==> src/rtl/interrupt_sequencer_pkg.sv <==
// interrupt_sequencer_pkg
// Shared constants for the 6502 interrupt sequencer. The microcode decoder
// and the vector address mux use the same vector-select and step encodings.
//   seq_state_e      : sequencer state (IDLE / SEQ_RESET / SEQ_NMI / SEQ_IRQ)
//   VECTOR_SEL_*     : vector select codes driven on o_vector_sel
//   TCU_FETCH        : microcode step value meaning "next cycle is an opcode fetch"
package interrupt_sequencer_pkg;

   typedef enum logic [1:0] {
      ST_IDLE      = 2'd0,
      ST_SEQ_RESET = 2'd1,
      ST_SEQ_NMI   = 2'd2,
      ST_SEQ_IRQ   = 2'd3
   } seq_state_e;

   localparam logic [1:0] VECTOR_SEL_IRQ   = 2'b00;  // FFFE (IRQ / BRK)
   localparam logic [1:0] VECTOR_SEL_NMI   = 2'b01;  // FFFA
   localparam logic [1:0] VECTOR_SEL_RESET = 2'b10;  // FFFC

   localparam logic [3:0] TCU_FETCH = 4'd1;

endpackage

==> src/rtl/interrupt_sequencer_nmi_edge_detect.sv <==
// interrupt_sequencer_nmi_edge_detect
// Falling-edge detector and pending latch for the NMI line.
//   clk_i      in  : CPU clock, state updates on negedge
//   reset_n_i  in  : asynchronous active-low reset
//   nmi_n_i    in  : raw NMI request (active low)
//   clear_i    in  : NMI serviced this edge
//   pending_o  out : edge latched and not yet serviced
module interrupt_sequencer_nmi_edge_detect (
   input  logic clk_i,
   input  logic reset_n_i,
   input  logic nmi_n_i,
   input  logic clear_i,
   output logic pending_o
);

   logic prev_q;
   logic pending_q;
   logic armed_q;
   logic set_edge;
   logic pending_d;

   // armed_q suppresses detection on the first edge after reset, so a line
   // that was already low while reset was asserted is not seen as a new edge.
   assign set_edge  = armed_q & prev_q & ~nmi_n_i;
   // A new edge on the same clock as a service keeps the request pending.
   assign pending_d = set_edge | (pending_q & ~clear_i);

   always_ff @(negedge clk_i or negedge reset_n_i) begin
      if (!reset_n_i) begin
         prev_q    <= 1'b1;
         pending_q <= 1'b0;
         armed_q   <= 1'b0;
      end else begin
         prev_q    <= nmi_n_i;
         pending_q <= pending_d;
         armed_q   <= 1'b1;
      end
   end

   assign pending_o = pending_q;

endmodule

==> src/rtl/interrupt_sequencer.sv <==
// interrupt_sequencer
// Sequences reset, NMI and IRQ entry for the 6502 core. Tells the instruction
// register when to hold BRK at a poll point and selects the interrupt vector.
//   i_clk          in  : CPU clock, state updates on negedge (end of phi2)
//   i_reset_n      in  : asynchronous active-low reset
//   i_nmi_n        in  : NMI request, falling-edge sensitive
//   i_irq_n        in  : IRQ request, level-sensitive, active low
//   i_flag_i       in  : status I flag (IRQ disable)
//   i_tcu_next     in  : next microcode step; TCU_FETCH marks a poll point
//   i_vector_cycle in  : cycle before the vector low-byte read (commit point)
//   o_force_brk    out : IR must hold BRK at this poll point
//   o_int_active   out : hardware sequence in progress
//   o_reset_active out : reset sequence in progress
//   o_vector_sel   out : 00 = FFFE, 01 = FFFA, 10 = FFFC
//   o_nmi_pending  out : NMI edge latched, not yet serviced
module interrupt_sequencer
   import interrupt_sequencer_pkg::*;
(
   input  logic       i_clk,
   input  logic       i_reset_n,
   input  logic       i_nmi_n,
   input  logic       i_irq_n,
   input  logic       i_flag_i,
   input  logic [3:0] i_tcu_next,
   input  logic       i_vector_cycle,
   output logic       o_force_brk,
   output logic       o_int_active,
   output logic       o_reset_active,
   output logic [1:0] o_vector_sel,
   output logic       o_nmi_pending
);

   seq_state_e state_q;
   seq_state_e state_d;
   logic [1:0] vector_q;
   logic [1:0] vector_d;
   logic       int_active_q;
   logic       int_active_d;
   logic       reset_active_q;
   logic       reset_active_d;
   logic       nmi_pending;
   logic       nmi_clear;
   logic       poll;
   logic       commit;
   logic       irq_req;

   interrupt_sequencer_nmi_edge_detect u_nmi_edge_detect (
      .clk_i     (i_clk),
      .reset_n_i (i_reset_n),
      .nmi_n_i   (i_nmi_n),
      .clear_i   (nmi_clear),
      .pending_o (nmi_pending)
   );

   assign poll    = (i_tcu_next == TCU_FETCH);
   // A poll on the same edge owns the decision; the commit point is ignored.
   assign commit  = i_vector_cycle & ~poll;
   assign irq_req = ~i_irq_n & ~i_flag_i;

   // State register
   always_ff @(negedge i_clk or negedge i_reset_n) begin
      if (!i_reset_n) begin
         state_q        <= ST_SEQ_RESET;
         vector_q       <= VECTOR_SEL_RESET;
         int_active_q   <= 1'b1;
         reset_active_q <= 1'b1;
      end else begin
         state_q        <= state_d;
         vector_q       <= vector_d;
         int_active_q   <= int_active_d;
         reset_active_q <= reset_active_d;
      end
   end

   // Next-state logic
   always_comb begin
      state_d   = state_q;
      vector_d  = vector_q;
      nmi_clear = 1'b0;
      if (poll) begin
         // Any state may chain straight into the next sequence here.
         if (nmi_pending) begin
            state_d   = ST_SEQ_NMI;
            vector_d  = VECTOR_SEL_NMI;
            nmi_clear = 1'b1;
         end else if (irq_req) begin
            state_d  = ST_SEQ_IRQ;
            vector_d = VECTOR_SEL_IRQ;
         end else begin
            state_d  = ST_IDLE;
            vector_d = VECTOR_SEL_IRQ;
         end
      end else if (commit && nmi_pending &&
                   (state_q == ST_SEQ_IRQ || state_q == ST_IDLE)) begin
         // NMI hijacks an IRQ entry, or a software BRK running in IDLE.
         vector_d  = VECTOR_SEL_NMI;
         nmi_clear = 1'b1;
         if (state_q == ST_SEQ_IRQ) begin
            state_d = ST_SEQ_NMI;
         end
      end
   end

   // Output logic
   always_comb begin
      o_force_brk    = poll & (nmi_pending | irq_req);
      int_active_d   = (state_d != ST_IDLE);
      reset_active_d = (state_d == ST_SEQ_RESET);
   end

   assign o_int_active   = int_active_q;
   assign o_reset_active = reset_active_q;
   assign o_vector_sel   = vector_q;
   assign o_nmi_pending  = nmi_pending;

endmodule

==> config.mk <==
export PLATFORM = sky130hd
export DESIGN_NAME = interrupt_sequencer
export DESIGN_NICKNAME = d
export VERILOG_FILES = /design/src/rtl/interrupt_sequencer_pkg.sv /design/src/rtl/interrupt_sequencer_nmi_edge_detect.sv /design/src/rtl/interrupt_sequencer.sv
export SDC_FILE = /design/constraint.sdc
export NUM_CORES = 1
export LEC_CHECK = 0
export CORE_ASPECT_RATIO = 0.8
export CORE_MARGIN = 2
export CORE_UTILIZATION = 25
export DETAILED_ROUTE_END_ITERATION = 10
export PLACE_DENSITY = 0.54
export REMOVE_ABC_BUFFERS = 1
export SYNTH_ARGS = -nofsm -noshare
export SYNTH_HDL_FRONTEND = slang
export SYNTH_SLANG_ARGS = --single-unit
==> constraint.sdc <==
create_clock -name i_clk -period 2 [get_ports i_clk]
set_input_delay 0.4 -clock i_clk [delete_from_list [all_inputs] [get_ports i_clk]]
set_output_delay 0.4 -clock i_clk [all_outputs]
set_load 0.01 [all_outputs]
==> flow_summary.yaml <==
cells_and_area:
  final_common_cell: "buf_6"
  antenna_cells: 0
  final_cell_mix: "11 x buf_6, 6 x inv_1, 6 x buf_4, 5 x dfstp_2, 4 x dfrtn_1"
  layout-drive-gt1-share_pct: 58.2
  nFillCells: 167
  multi_input_area_um2: 236
  fin_cells: 89
  seq_area_um2: 231
  fin_nets: 80
  area_delta_synth_final_pct: 85.9
  final_area_um2: 774
logic_synthesis:
  synth_top_area_share_pct: 31.5
  synth_seq_cells: 9
  synthArstFlopShare_pct: 100
  synth_cells: 35
  synth_top_area_cell: "dfstp_2"
  synth_edf_count: 0
  ys.flop_type: "dfstp_2"
  yosysSeqAreaShare_pct: 55.6
  netlist_area_um2: 417
  synth_top_cells_by_area: "dfstp_2 32%, dfrtn_1 24%, ha_1 6.0%, nor4b_2 3.6%, nor2_4 2.7%"
  synth_cell_types: 22
  ys_warn_count: 0
  avgSynthCellArea_um2: 11.9
drt:
  vias: 370
  drc: 0
  drt_iter0_markers: 6
  postRouteAntennaNets: 0
  detail_route.wl_per_cell_um: 10.6
  viasPerCell: 4.16
  wirelength_um: 944
  drtPass1Iterations: 2
cts:
  cts_tree: "yes"
  path_clk_slew_ps: 40
  root_buffer: "clkbuf_4"
  clk_latency_ps: 320
  clock-sinks: 9
  numCtsBuffers: 3
  ctsHtreeMaxLevel: 1
  max-clock-path-buffers: 2
critical_path:
  critPathLaunchType: "flip-flop"
  crit_fanout: 2
  worst_ep_arrival_time_ps: 2040
  crit_required_ps: 1600
  critPathKind: "flip-flop to output pin"
  cp-end-kind: "output pin"
power_and_ir_drop:
  p_total_mw: 0.893
  vdd_drop_max_mv: 0.572
  powerDensity_nw_per_um2: 1150
  p_leak_nw: 0.364
timing:
  fin_ws_ps: -438
  rsz0062_at_grt: "yes"
  fin_skew_ps: 55.8
  holdWs_ps: 459
  maxSlewViolCount: 0
  finalHoldViolations: 0
  finalSetupViolCount: 13
place:
  placed_cell_area_um2: 642
  dp_hpwl_um: 684
  gp_congestion: 0.661
  dp_cells: 78
  io_buffers: 15
  place_ws_ps: -895
floorplanning:
  core_um2: 1590
  fp.dieH_um: 40.5
  die_x_um: 49.6
  dieArea_um2: 2010
  start_util_pct: 26.1
  rows: 13
  ios: 16
run:
  maxCapViolations: 0
grt:
  grt_first_pass_wirelength_um: 1500
  grt_max_degree: 8
  grt_overflow: 0
  grt_pass1_vias: 331
  antenna_found_initial: 0
  grt_use_total_pct: 10.7
worst_hold_path:
  hold_class: "flip-flop to flip-flop"
run_status:
  run_status: "finished, violations left"
  violations: "setup timing"
## synth_stat cells, types with 2 or more instances
master / number
nor3_1: 2
nand3_1: 2
dfstp_2: 5
dfrtn_1: 4
inv_1: 2
nor2_1: 2
nand2_1: 2
ha_1: 2
## cell type report
cell class              instances  share of cell area, %
multi-input cells              23                   30.5
flip-flops and latches          9                   29.9
repair buffers                 25                   29.7
well taps                      22                   3.55
clock buffers                   4                   3.39
clock inverters                 5                   2.42
inverters                       1                  0.485
## registers in the layout (all words and copies together) (netlist names)
name,cells
o_int_active,1
o_reset_active,1
o_vector_sel,2
state_q,2
u_nmi_edge_detect.armed_q,1
u_nmi_edge_detect.pending_o,1
u_nmi_edge_detect.prev_q,1
## through the flow
stage	setup TNS, ps	utilization (%)
after floorplan	-2400	-
after global placement	-8340	40.3
after detailed placement	-8340	40.3
after CTS	-2860	45.1
after global routing	-3460	48.6
final	-3020	48.6
## where the power goes
| part | leakage [nW] | internal [mW] | switching, mW |
|---|---|---|---|
| Clock | 0.0416 | 0.0900 | 0.0827 |
| Sequential | 0.0966 | 0.262 | 0.0383 |
| Combinational | 0.225 | 0.244 | 0.176 |
| Total | 0.364 | 0.596 | 0.297 |
## cells by family (layout without fill, tap and decap cells)
logic type	Yosys count	after routing	share of synthesized area [%]
flip-flops	9	9	55.6
buffers and inverters	3	35	3.00
other	1	1	0.900
AND/OR/NAND/NOR	13	13	20.7
multiplexers	1	1	2.40
adder cells (fa/ha/maj)	2	2	6.01
AO/OA/AOI/OAI	6	6	11.4
## final timing paths
kind                                                              end                             startpoint  slack, ps  cells after the start
worst max-delay path                                      o_force_brk  u_nmi_edge_detect.pending_o$_DFF_NN0_       -440                      3
max in group asynchronous                 o_vector_sel[0]$_DFFE_NN0P_                              i_reset_n        340                      2
min in group asynchronous                        state_q[1]$_DFF_NN0_                              i_reset_n       1280                      1
worst min register to register  u_nmi_edge_detect.pending_o$_DFF_NN0_    u_nmi_edge_detect.armed_q$_DFF_NN0_        460                      2
worst min-delay path            u_nmi_edge_detect.pending_o$_DFF_NN0_    u_nmi_edge_detect.armed_q$_DFF_NN0_        460                      2
worst max register to register                 o_int_active$_DFF_NN1_                   state_q[0]$_DFF_NN1_        440                      4
## critical path, cell delays in order, from the launching register on
cell,delay [ps]
dfrtn_1,420
o21ba_4,160
nor2_2,70
buf_2,130
## repair_timing
action                                 4_1_cts  5_1_grt
pin swaps                                    4        3
gates resized for setup                     56        9
hold buffers                                 0        0
setup buffers                                1        2
endpoints found under the hold margin        0        0
setup endpoints to repair                   13       13
## layer usage
layer | GRT usage, % | vias up | wire length (um)
li1 | - | 192 | -
met1 | 15.5 | 165 | 475
met2 | 12.7 | 13 | 406
met3 | 3.36 | 0 | 63
met4 | 8.33 | 0 | 0
met5 | 0 | - | 0
Power figures use the tool's default switching activity.
